`config.mk`:
```
export PLATFORM = sky130hd
export DESIGN_NAME = prefetch_fetch_unit
export DESIGN_NICKNAME = d
export VERILOG_FILES = /design/src/rtl/prefetch_fetch_unit.sv
export SDC_FILE = /design/constraint.sdc
export NUM_CORES = 1
export LEC_CHECK = 0
export ABC_AREA = 1
export CORE_UTILIZATION = 56
export DETAILED_ROUTE_END_ITERATION = 12
export PLACE_DENSITY = 0.83
export SLEW_MARGIN = 15
export SYNTH_ARGS = -nofsm -noshare
export SYNTH_HDL_FRONTEND = slang
export SYNTH_SLANG_ARGS = --single-unit
```
`constraint.sdc`:
```
create_clock -name clock -period 8.2 [get_ports clock]
set_input_delay 1.23 -clock clock [delete_from_list [all_inputs] [get_ports clock]]
set_output_delay 1.23 -clock clock [all_outputs]
set_load 0.005 [all_outputs]
```
`src/rtl/prefetch_fetch_unit.sv`:
```
// prefetch_fetch_unit: sequential instruction fetch feeding decode through a DEPTH-entry prefetch queue
// Optional feature: define FETCH_PERF_CNT_EN to add the perf_fetched / perf_flushed counters.
module prefetch_fetch_unit #(
    parameter int ADDR_WIDTH = 32,
    parameter int INSTR_WIDTH = 32,
    parameter int DEPTH = 4,
    parameter logic [ADDR_WIDTH-1:0] RESET_VECTOR = '0
) (
    input  logic                   clock,
    input  logic                   reset,
    input  logic [ADDR_WIDTH-1:0]  branch_jump_address,
    input  logic                   branch_or_jump,
    input  logic                   data_mem_busywait,
    input  logic                   id_ready,
    output logic [ADDR_WIDTH-1:0]  imem_addr,
    output logic                   imem_read,
    input  logic [INSTR_WIDTH-1:0] imem_rdata,
    input  logic                   imem_busywait,
    output logic                   if_valid,
    output logic [ADDR_WIDTH-1:0]  if_pc,
    output logic [ADDR_WIDTH-1:0]  if_pc_plus4,
    output logic [INSTR_WIDTH-1:0] if_instr
`ifdef FETCH_PERF_CNT_EN
    ,
    output logic [31:0]            perf_fetched,
    output logic [31:0]            perf_flushed
`endif
);
    localparam int PW = $clog2(DEPTH);
    localparam int CW = PW + 1;
    localparam logic [ADDR_WIDTH-1:0] RV = RESET_VECTOR & ~ADDR_WIDTH'(3);

    typedef enum logic {FETCH, DROP} state_t;

    state_t                  state;
    logic [ADDR_WIDTH-1:0]   fpc, fpc_n, redir_pc, target;
    logic [ADDR_WIDTH-1:0]   pc_q [DEPTH];
    logic [INSTR_WIDTH-1:0]  instr_q [DEPTH];
    logic [PW-1:0]           rd_ptr, wr_ptr;
    logic [CW-1:0]           count, count_n;
    logic                    hit, miss, push, pop, drop_done;

    // Handshake decode, next queue occupancy and registered-storage head outputs
    always_comb begin
        target      = branch_jump_address & ~ADDR_WIDTH'(3);
        hit         = imem_read & ~imem_busywait;
        miss        = imem_read & imem_busywait;
        push        = (state == FETCH) & hit & ~branch_or_jump;
        drop_done   = (state == DROP) & hit;
        if_valid    = count != '0;
        pop         = if_valid & id_ready & ~data_mem_busywait & ~branch_or_jump;
        count_n     = count + CW'(push) - CW'(pop);
        fpc_n       = push ? fpc + ADDR_WIDTH'(4) : fpc;
        if_pc       = if_valid ? pc_q[rd_ptr] : '0;
        if_instr    = if_valid ? instr_q[rd_ptr] : '0;
        if_pc_plus4 = if_valid ? if_pc + ADDR_WIDTH'(4) : '0;
    end

    // Fetch FSM: request issue, queue pointers and redirect/drop handling; the icache request is held during a miss
    always_ff @(posedge clock or negedge reset) begin
        if (!reset) begin
            state     <= FETCH;
            fpc       <= RV;
            redir_pc  <= RV;
            imem_addr <= RV;
            imem_read <= 1'b0;
            rd_ptr    <= '0;
            wr_ptr    <= '0;
            count     <= '0;
        end else if (branch_or_jump) begin
            rd_ptr   <= '0;
            wr_ptr   <= '0;
            count    <= '0;
            fpc      <= target;
            redir_pc <= target;
            if (miss) begin
                state <= DROP;
            end else begin
                state     <= FETCH;
                imem_addr <= target;
                imem_read <= 1'b1;
            end
        end else if (state == DROP) begin
            if (drop_done) begin
                state     <= FETCH;
                fpc       <= redir_pc;
                imem_addr <= redir_pc;
                imem_read <= 1'b1;
            end
        end else begin
            rd_ptr <= rd_ptr + PW'(pop);
            wr_ptr <= wr_ptr + PW'(push);
            count  <= count_n;
            fpc    <= fpc_n;
            if (!miss) begin
                imem_addr <= fpc_n;
                imem_read <= count_n < CW'(DEPTH);
            end
        end
    end

    // Queue storage; contents are only observed while the entry is counted as valid
    always_ff @(posedge clock) begin
        if (push) begin
            pc_q[wr_ptr]    <= fpc;
            instr_q[wr_ptr] <= imem_rdata;
        end
    end

`ifdef FETCH_PERF_CNT_EN
    // Performance counters: pushes, plus entries lost to flushes and misses abandoned by a redirect
    always_ff @(posedge clock or negedge reset) begin
        if (!reset) begin
            perf_fetched <= '0;
            perf_flushed <= '0;
        end else begin
            perf_fetched <= perf_fetched + 32'(push);
            perf_flushed <= perf_flushed + (branch_or_jump ? 32'(count) : 32'd0) + 32'(drop_done);
        end
    end
`endif

endmodule

```
==> results of run 1 <==
## final cells by class
class / instances / area, um^2
well taps: 384 / 480
clock buffers: 45 / 945
repair buffers: 211 / 2070
inverters: 119 / 452
multi-input cells: 1248 / 5550
fillers: 2163 / 8960
flip-flops and latches: 359 / 10300
clock inverters: 21 / 283
## stage by stage
stage,cells,hold WS [ps],worst slack (ps)
finish,2387,466,2130
detailed placement,2321,454,2670
global placement,2321,449,2720
global route,2387,480,1840
CTS,2387,469,2100
floorplan,1809,433,1490
## worst reg2reg max path: cells and delay by family (launching register included)
kind	cells	cell delay, ps
and+or+nand+nor	5	2220
DFF	1	620
buffers and inverters	4	1470
## Yosys cell counts, types with 3 or more instances
library cell,number,area [um^2]
nand2_1,579,2170
edfxtp_1,256,7690
nor2_1,245,920
nand3_1,145,726
inv_1,113,424
o21ai_0,112,561
dfrtp_1,103,2580
a21oi_1,51,255
buf_2,30,150
clkbuf_1,23,86.3
nor2_2,19,119
nand4_1,17,106
xor2_1,17,149
buf_1,14,52.6
nand3_2,12,120
nor3_1,11,55.1
buf_4,8,60.1
buf_6,7,78.8
ha_1,6,75.1
inv_2,5,18.8
a31oi_1,4,25.0
nand2_2,4,25.0
o21bai_1,4,30.0
nand3b_1,3,22.5
nor2_4,3,33.8
## flip-flops by register name (all words and copies together), names as in the netlist
name       count
redir_pc      30
state          1
imem_addr     32
pc_q         128
fpc           32
instr_q      128
wr_ptr         2
rd_ptr         2
imem_read      1
count          3
## logic make-up (layout without fill, tap and decap cells)
group | count (synthesis) | after routing | synth area share (%)
simple gates | 1042 | 1042 | 25.9
flops | 359 | 359 | 61.5
buf+inv | 202 | 396 | 5.36
compound gates | 180 | 180 | 5.62
xor+xnor | 19 | 19 | 0.997
fa+ha+maj | 7 | 7 | 0.570
## worst min-delay path by stage
| stage | startpoint | to | slack (ps) | cells after the start |
|---|---|---|---|---|
| 6_report | redir_pc[25] | redir_pc[25] | 470 | 2 |
| 3_5_place_dp | redir_pc[22] | redir_pc[22] | 450 | 2 |
| 4_1_cts | redir_pc[22] | redir_pc[22] | 470 | 2 |
| 3_3_place_gp | redir_pc[13] | redir_pc[13] | 450 | 2 |
| 5_1_grt | redir_pc[22] | redir_pc[22] | 480 | 2 |
| 2_1_floorplan | redir_pc[4] | redir_pc[4] | 430 | 2 |
## power groups by stage
stage	Combinational, W	Clock (W)	Sequential [W]
after floorplan	0.000480	0	0.00226
after global placement	0.000923	0	0.00230
after detailed placement	0.000943	0	0.00231
after CTS	0.000952	0.00172	0.00228
after global routing	0.00104	0.00179	0.00230
final	0.000952	0.00170	0.00228
## routing by layer
metal	share of wire [%]	wire, um	vias up
met3	7.0	2900	69
li1	-	-	6299
met1	44	18100	6257
met4	2.1	851	0
met5	0	0	-
met2	47	19600	579
==> results by group, run 1 <==
Critical path
  • Critical Path Source: rd_ptr[0]
  • Critical path's slowest cell: dfrtp_4
  • Stages on the worst setup path: 11
  • Worst r2r dst: imem_addr[26]
  • Number of cells on the worst reg-to-reg path: 9
  • Worst path required time: between 6000 and 7000 ps
  • Crit path max-delay family: buffers and inverters
  • Buf/Inv on CP: 3
  • Crit path capture type: output port
  • Worst path cell trace: buf_4, nand2_1, nand3_1, nand2_1, nor2_1, ha_1, inv_1, nor3_1, nand3_1, o21ai_0, clkdlybuf4s50_1
  • Setup crit end: if_pc_plus4[12]
  • Flop2flop setup slack: 3790 ps
  • Crit Path Max Fanout: 71
  • Crit path launch type: register
  • WP data arrival: 4840 ps
  • RR Startpoint: state
  • Crit Path Category: reg2out
  • Worst path max stage delay: 910 ps

Layout
  • Commonest non-fill, non-tap cell in the layout: nand2_1
  • NumNets Final: ~2,100
  • Antenna diodes: 0
  • Finished Cell Area: 20,100 um^2
  • Layout cells sized above 1: 5.94%
  • Most frequent cells in the layout: nand2_1, edfxtp_1, nor2_1
  • Fin util: 69.1%
  • Area growth syn-to-layout: 20.2%

Detailed routing
  • DR iter-0 viols: 1,391
  • DR WL/cell: 17.4 um
  • Drt first pass iters: 5
  • Via count: 13,200
  • Post-Route WL: 41,500 um
  • Drt drc: 0
  • Vias per cell: 5.53
  • Post-DRT Antenna Nets: 0

Global routing
  • Tot GR Track Use: 27.3%
  • GRT overflow: 0
  • Global-route wire length before repair: 65,700 um
  • GR peak layer: met2
  • Initial antenna violation count: 0
  • Met3 Usage GRT: about 3.5%
  • Largest net degree at the start of global routing: 133
  • Vias in the first global route: 12,800
  • GR Layer Usage met1: 38.4%
  • Met2 usage: approximately 45%

Timing
  • Slew Viols, Final: 0
  • Worst Tran Pin Value: 1120 ps
  • Setup Viol. Count Final: 0
  • Setup TNS: 0 ps
  • Relative slew slack: 25.0%
  • Tmin final: around 6100 ps
  • RSZ-0062 raised after global routing: no
  • Final Hold Vio Count: 0
  • Fmax: 165 MHz
  • Fin crit share: about three quarters
  • Clock Skews: around 13 ps

Clock network
  • Clk_lat worst skew: 530 ps
  • Cts repair resizes: 0
  • Clock Sinks: roughly 360
  • Cts hold-fix bufs: 0
  • Clk buf depth: 3
  • # H-tree levels: 2
  • Worst-path clk slew: approximately 60 ps
  • Postcts setup bufs: 0
  • TritonCTS clock tree: done
  • Num CTS Buffers: 36
  • Clock root buffer: clkbuf_16

Pwr
  • Maximum vdd drop: 178 uV
  • Sw Share: 27.8%
  • Total design power: 0.00494 W
  • Power Dens Cells: 246 nW/um^2
  • Comb power frac: 19.3%
  • Pleak: 8.24 nW
  • Reg power frac: 46.2%
  • Cell-internal power: 0.00356 W
  • Power share of the clock group: 34.5%
  • NetSw: 0.00137 W

Floorplan
  • FP Rows: 62
  • Initial Utilization: about 58%
  • Die height: roughly 170 um
  • Core footprint: between 20,000 and 30,000 um^2
  • Io pins: 200
  • Die area: 30,500 um^2
  • Die Wd: between 150 and 200 um

Place
  • Gpl congestion: 0.932
  • Post-DP HPWL: 26,100 um
  • Area post-placement: between 15,000 and 20,000 um^2
  • IO buf count: 197

Job
  • Max-cap violations: 0

Synthesis
  • Post-synthesis sequential area ratio: between 60% and 70%
  • Syn avg cell area: 9.23 um^2
  • Post-synthesis sequential element count: 359
  • Synthesized area: 16,700 um^2
  • Syn Nets: 1,886
  • Number of distinct library cells after synthesis: 39
  • Cells after Synth: 1,809
  • Post-synth ARST share: 28.7%
  • Most used DFF post-synth: edfxtp_1
  • Ys Warns: 0
  • EDFF count, synth: 256

Run status
  • Status: completed

Hold path
  • Hold Crit Class: reg2reg
Note: power is estimated with default switching activity, not from simulation.
==> inputs of run 2 (changes only) <==
--- a/config.mk
+++ b/config.mk
@@ -6,9 +6,9 @@
 export NUM_CORES = 1
 export LEC_CHECK = 0
 export ABC_AREA = 1
-export CORE_UTILIZATION = 56
+export CORE_UTILIZATION = 51
 export DETAILED_ROUTE_END_ITERATION = 12
-export PLACE_DENSITY = 0.83
+export PLACE_DENSITY = 0.8
 export SLEW_MARGIN = 15
 export SYNTH_ARGS = -nofsm -noshare
 export SYNTH_HDL_FRONTEND = slang
==> constraint.sdc (replaced) <==
create_clock -name clock -period 5.05 [get_ports clock]
set_input_delay 0.7575 -clock clock [delete_from_list [all_inputs] [get_ports clock]]
set_output_delay 0.7575 -clock clock [all_outputs]
set_load 0.005 [all_outputs]
==> results by group, run 2 (synthesis gave the netlist of run 1 again) <==
Detailed routing
  • Post-Route WL: 42,100 um (+1.5%)
  • Drt drc: 0 (unchanged)
  • DR iter-0 viols: 1,335 (-4.0%)
  • Drt first pass iters: 6 (+1)
  • Via count: 13,300 (+0.68%)
  • Post-DRT Antenna Nets: 0 (unchanged)
  • Vias per cell: 5.44 (-1.7%)
  • DR WL/cell: 17.2 um (-0.93%)

Critical path
  • Critical path's slowest cell: dfrtp_4
  • Crit Path Max Fanout: 57 (-20%)
  • Crit path launch type: register
  • WP data arrival: 3950 ps (-890 ps)
  • Buf/Inv on CP: 4 (+1)
  • Worst path cell trace: buf_4, nand2_1, nand3_1, nand2_1, nand2_1, inv_1, ha_1, inv_1, nor3_1, nand3_1, nor2_1, nor2_1, nor2_1, clkdlybuf4s50_1
  • Crit path capture type: output port
  • Worst path required time: 4290 ps (-2680 ps)
  • Crit path max-delay family: simple AND/OR/NAND/NOR gates
  • Worst path max stage delay: 560 ps (-350 ps)
  • Crit Path Category: reg2out

Floorplan
  • Die Wd: 183 um (+4.7%)
  • Io pins: 200 (unchanged)
  • FP Rows: 65 (+4.8%)
  • Core footprint: 31,900 um^2 (+9.9%)
  • Initial Utilization: 52.3% (-5.2 points)
  • Die height: 183 um (+4.7%)
  • Die area: 33,500 um^2 (+9.7%)

Global routing
  • Global-route wire length before repair: 66,300 um (+0.82%)
  • Largest net degree at the start of global routing: 75 (-44%)
  • Initial antenna violation count: 1 (+1)
  • Tot GR Track Use: 25.2% (-2.1 points)
  • Vias in the first global route: 12,800 (+0.070%)
  • Met3 Usage GRT: 3.59% (+0.048 points)
  • GRT overflow: 0 (unchanged)
  • Met2 usage: 40.9% (-3.7 points)
  • GR Layer Usage met1: 34.9% (-3.4 points)
  • GR peak layer: met2

Timing
  • Tmin final: 4710 ps
  • Worst Tran Pin Value: 945 ps (-178 ps)
  • RSZ-0062 raised after global routing: no
  • Final Hold Vio Count: 0 (unchanged)
  • Fmax: roughly 210 MHz
  • Relative slew slack: 37.0% (+12 points)
  • Fin Hold WS: 357 ps (-109 ps)
  • Setup Viol. Count Final: 0 (unchanged)
  • Fin crit share: between 90% and 100%
  • Clock Skews: 22.1 ps (+9.51 ps)
  • Slew Viols, Final: 0 (unchanged)
  • Setup TNS: 0 ps (unchanged)

Layout
  • Largest regs: instr_q: 128 flops, pc_q: 128 flops
  • Most frequent cells in the layout: nand2_1, edfxtp_1, nor2_1
  • Area growth syn-to-layout: 20.6%
  • Finished Cell Area: 20,100 um^2 (+0.38%)
  • Layout cells sized above 1: 6.27% (+0.33 points)
  • Commonest non-fill, non-tap cell in the layout: nand2_1
  • NumNets Final: 2,059 (+0.34%)

Clock network
  • Clock Sinks: 359 (unchanged)
  • Worst-path clk slew: 60 ps (about the same)
  • Clk buf depth: 3 (unchanged)
  • TritonCTS clock tree: done
  • Clock root buffer: clkbuf_16
  • # H-tree levels: 2 (unchanged)
  • Postcts setup bufs: 0 (unchanged)
  • Num CTS Buffers: 36 (unchanged)
  • Clk_lat worst skew: 530 ps (about the same)

Place
  • Area post-placement: 19,000 um^2 (+0.88%)
  • IO buf count: 197 (unchanged)
  • Post-DP HPWL: 26,800 um (+2.7%)
  • Gpl congestion: 0.912 (-2.2%)

Pwr
  • Maximum vdd drop: 307 uV (+73%)
  • Total design power: 0.00782 W (+58%)
  • Power Dens Cells: 389 nW/um^2 (+58%)
  • Pleak: 8.24 nW (about the same)

Run status
  • Status: completed

Job
  • Max-cap violations: 0 (unchanged)

Hold path
  • Hold Crit Class: in2async
[run 2: changes by cell type in the layout (fill, tap and decap cells not counted), moves of 2 or more]
| cell | before | now |
|---|---|---|
| buf_12 | 0 | 4 |
| bufinv_16 | 6 | 2 |
| clkinv_1 | 7 | 4 |
| clkinv_2 | 4 | 7 |
| buf_4 | 15 | 17 |
| clkbuf_1 | 8 | 10 |
[run 2: report_power, final]
group / total, W / internal (W) / switching, W
sequential: 0.00369 / 0.00345 / 0.000246
clock: 0.00255 / 0.00146 / 0.00109
combinational: 0.00157 / 0.000697 / 0.000878
total: 0.00782 / 0.00561 / 0.00221
[run 2: worst paths after layout]
kind | start | end | slack [ps] | depth (start not counted)
max | rd_ptr[0] | if_pc_plus4[28] | 340 | 14
min | reset | imem_addr[29] | 360 | 1
max reg2reg | count[1] | imem_read | 1950 | 14
min reg2reg | redir_pc[25] | redir_pc[25] | 470 | 2
max in group asynchronous | reset | fpc[3] | 3720 | 2
min in group clock | redir_pc[25] | redir_pc[25] | 470 | 2
[run 2: metrics by stage]
stage               std cells  worst slack, ps  util [%]
finish                   2445              342      63.1
floorplan                1809            -1190         -
global route             2445             51.4      63.1
detailed placement       2379              872      59.6
CTS                      2444              295      63.1
global placement         2379              929      59.6
[run 2: per-layer routing]
layer | share of wire [%] | routed length (um)
met1 | 42 | 17800
met2 | 47 | 19700
met5 | 0 | 0
met3 | 8.6 | 3640
met4 | 2.3 | 987
[run 2: cell type report]
cell class / count / area (um^2)
fill: 2568 / 11800
sequential: 359 / 10300
tap: 435 / 544
inverter: 119 / 452
antenna: 1 / 2.50
clock inverter: 17 / 165
clock buffer: 48 / 966
multi-input combinational: 1248 / 5550
timing repair buffer: 218 / 2180
[run 2: what timing repair did]
| action | 4_1_cts | 5_1_grt |
|---|---|---|
| gates resized for setup | 0 | 1 |
| hold buffers | 0 | 0 |
| setup endpoints to repair | 0 | 7 |
==> inputs of run 3 (changes only) <==
--- a/config.mk
+++ b/config.mk
@@ -6,9 +6,10 @@
 export NUM_CORES = 1
 export LEC_CHECK = 0
 export ABC_AREA = 1
-export CORE_UTILIZATION = 51
+export CORE_UTILIZATION = 56
 export DETAILED_ROUTE_END_ITERATION = 12
-export PLACE_DENSITY = 0.8
+export GPL_TIMING_DRIVEN = 0
+export PLACE_DENSITY = 0.83
 export SLEW_MARGIN = 15
 export SYNTH_ARGS = -nofsm -noshare
 export SYNTH_HDL_FRONTEND = slang
==> constraint.sdc (replaced) <==
create_clock -name clock -period 4.6 [get_ports clock]
set_input_delay 0.69 -clock clock [delete_from_list [all_inputs] [get_ports clock]]
set_output_delay 0.69 -clock clock [all_outputs]
set_load 0.005 [all_outputs]
==> results by group, run 3 (synthesis gave the netlist of run 1 again) <==
Layout
  • Most frequent cells in the layout: nand2_1, edfxtp_1, nor2_1
  • Register area: 10,300 um^2 (about the same)
  • Commonest non-fill, non-tap cell in the layout: nand2_1
  • Final cell count without fillers: 2,484 (+1.6%)
  • Filler instances: 2,059 (-20%)
  • NumNets Final: 2,151 (+4.5%)
  • Area growth syn-to-layout: 23.6%
  • Multi-input logic area: 5560 um^2 (+0.18%)
  • Fin util: 71.1% (+8.0 points)
  • Antenna diodes: 0 (-1)
  • Layout cells sized above 1: 8.52% (+2.3 points)
  • Largest regs: instr_q: 128 flops, pc_q: 128 flops

Clock network
  • Clock root buffer: clkbuf_16
  • Postcts setup bufs: 0 (unchanged)
  • Num CTS Buffers: 35 (-2.8%)
  • Clock Sinks: 359 (unchanged)
  • Clk_lat worst skew: 530 ps (about the same)
  • # H-tree levels: 2 (unchanged)
  • Worst-path clk slew: 60 ps (about the same)
  • Clk buf depth: 3 (unchanged)
  • TritonCTS clock tree: done
  • Cts repair resizes: 1 (+1)
  • Cts hold-fix bufs: 0 (unchanged)

Timing
  • Fin crit share: 93.9%
  • Fmax: 231 MHz
  • Worst Tran Pin Value: 844 ps (-101 ps)
  • Setup Viol. Count Final: 0 (unchanged)
  • Final Hold Vio Count: 0 (unchanged)
  • Fin Hold WS: 27.5 ps (-330 ps)
  • RSZ-0062 raised after global routing: no
  • Clock Skews: 28.8 ps (+6.65 ps)
  • Slew Viols, Final: 0 (unchanged)
  • Relative slew slack: 43.5% (+6.5 points)
  • Final WS setup: 279 ps (-63.7 ps)
  • Tmin final: 4320 ps

Floorplan
  • FP Rows: 62 (-4.6%)
  • Die Wd: 175 um (-4.5%)
  • Die height: 175 um (-4.5%)
  • Io pins: 200 (unchanged)
  • Initial Utilization: 57.5% (+5.2 points)
  • Core footprint: 29,000 um^2 (-9.0%)
  • Die area: 30,500 um^2 (-8.8%)

Global routing
  • Largest net degree at the start of global routing: 75 (unchanged)
  • Initial antenna violation count: 0 (-1)
  • Tot GR Track Use: 31.4% (+6.2 points)
  • Global-route wire length before repair: 74,100 um (+12%)
  • GRT overflow: 0 (unchanged)
  • Vias in the first global route: 13,900 (+8.5%)

Critical path
  • Flop2flop setup slack: 1290 ps (-660 ps)
  • Crit Path Max Fanout: 10 (-82%)
  • Crit Path Category: reg2out
  • Crit path capture type: output port
  • Number of cells on the worst reg-to-reg path: 15 (+1)
  • Crit path launch type: register
  • Worst path required time: 3910 ps (-380 ps)
  • Worst r2r dst: imem_read
  • WP data arrival: 3630 ps (-320 ps)
  • RR Startpoint: count[1]

Detailed routing
  • Post-DRT Antenna Nets: 0 (unchanged)
  • Via count: 14,100 (+6.1%)
  • DR iter-0 viols: 1,544 (+16%)
  • Post-Route WL: 47,500 um (+13%)
  • Drt drc: 0 (unchanged)
  • Drt first pass iters: 9 (+3)
  • DR WL/cell: 19.1 um (+11%)
  • Vias per cell: 5.68 (+4.5%)

Pwr
  • Pleak: 8.57 nW (+4.1%)
  • Maximum vdd drop: 280 uV (-8.9%)
  • Total design power: 0.00879 W (+12%)
  • Power Dens Cells: 426 nW/um^2 (+9.6%)

Place
  • IO buf count: 197 (unchanged)
  • Gpl congestion: 0.957 (+4.9%)
  • Post-DP HPWL: 33,200 um (+24%)
  • Dpl ws: 535 ps (-336 ps)
  • Placed cell count: 2,422 (+1.8%)

Job
  • Max-cap violations: 0 (unchanged)

Hold path
  • Hold Crit Class: in2async

Run status
  • Status: completed
## run 3: cell types whose count changed in the layout (fill, tap and decap cells not counted), sizes merged
| cell | change |
|---|---|
| buf | +70 |
| bufinv | +2 |
| clkbuf | +21 |
| inv | -1 |
| clkinvlp | -1 |
| diode | -1 |
## run 3: layer usage
metal | share of wire (%) | wire (um) | vias up | track usage, %
li1 | - | - | 6504 | -
met2 | 47 | 22500 | 895 | 51.7
met5 | 0 | 0 | - | 0
met1 | 39 | 18500 | 6558 | 41.7
met3 | 9.8 | 4670 | 151 | 4.87
met4 | 3.9 | 1850 | 0 | 13.5
## run 3: area by class of cell
| class | instances | share of cell area (%) |
|---|---|---|
| clock inverters | 17 | 0.952 |
| repair buffers | 229 | 11.0 |
| flip-flops and latches | 359 | 49.8 |
| inverters | 119 | 2.19 |
| well taps | 384 | 2.33 |
| multi-input cells | 1248 | 26.9 |
| plain buffers | 82 | 2.12 |
| clock buffers | 46 | 4.65 |
## run 3: per-stage QoR
| stage | setup TNS, ps | cell area (um^2) |
|---|---|---|
| 2_1_floorplan | -401500 | 16700 |
| 3_3_place_gp | -1453310 | 19100 |
| 3_5_place_dp | 0 | 19500 |
| 4_1_cts | 0 | 20600 |
| 5_1_grt | 0 | 20600 |
| 6_report | 0 | 20600 |
## run 3: worst max-delay path by stage
| stage | slack (ps) | endpoint | start |
|---|---|---|---|
| 2_1_floorplan | -1570 | instr_q[1][0] | branch_or_jump |
| 3_5_place_dp | 540 | if_pc_plus4[12] | count[1] |
| 6_report | 280 | if_pc_plus4[12] | count[1] |
| 4_1_cts | 50 | if_pc_plus4[28] | count[1] |
| 3_3_place_gp | -5350 | pc_q[3][28] | imem_busywait |
| 5_1_grt | 30 | if_pc_plus4[28] | count[1] |
## run 3: critical path: stages, from the launching register on
cell and delay (ps):
dfrtp_1 410, nor2_1 100, nand2_2 210, inv_2 150, buf_2 240, nor2_2 270, ha_2 300, inv_1 90
nor3_2 270, nand3_1 220, o21ai_0 270, clkdlybuf4s50_1 560
## run 3: power by group
part / switching [W] / total [W] / leakage [nW] / internal [W]
combinational: 0.00103 / 0.00184 / 4.41 / 0.000805
sequential: 0.000258 / 0.00404 / 3.60 / 0.00378
clock: 0.00120 / 0.00291 / 0.566 / 0.00171
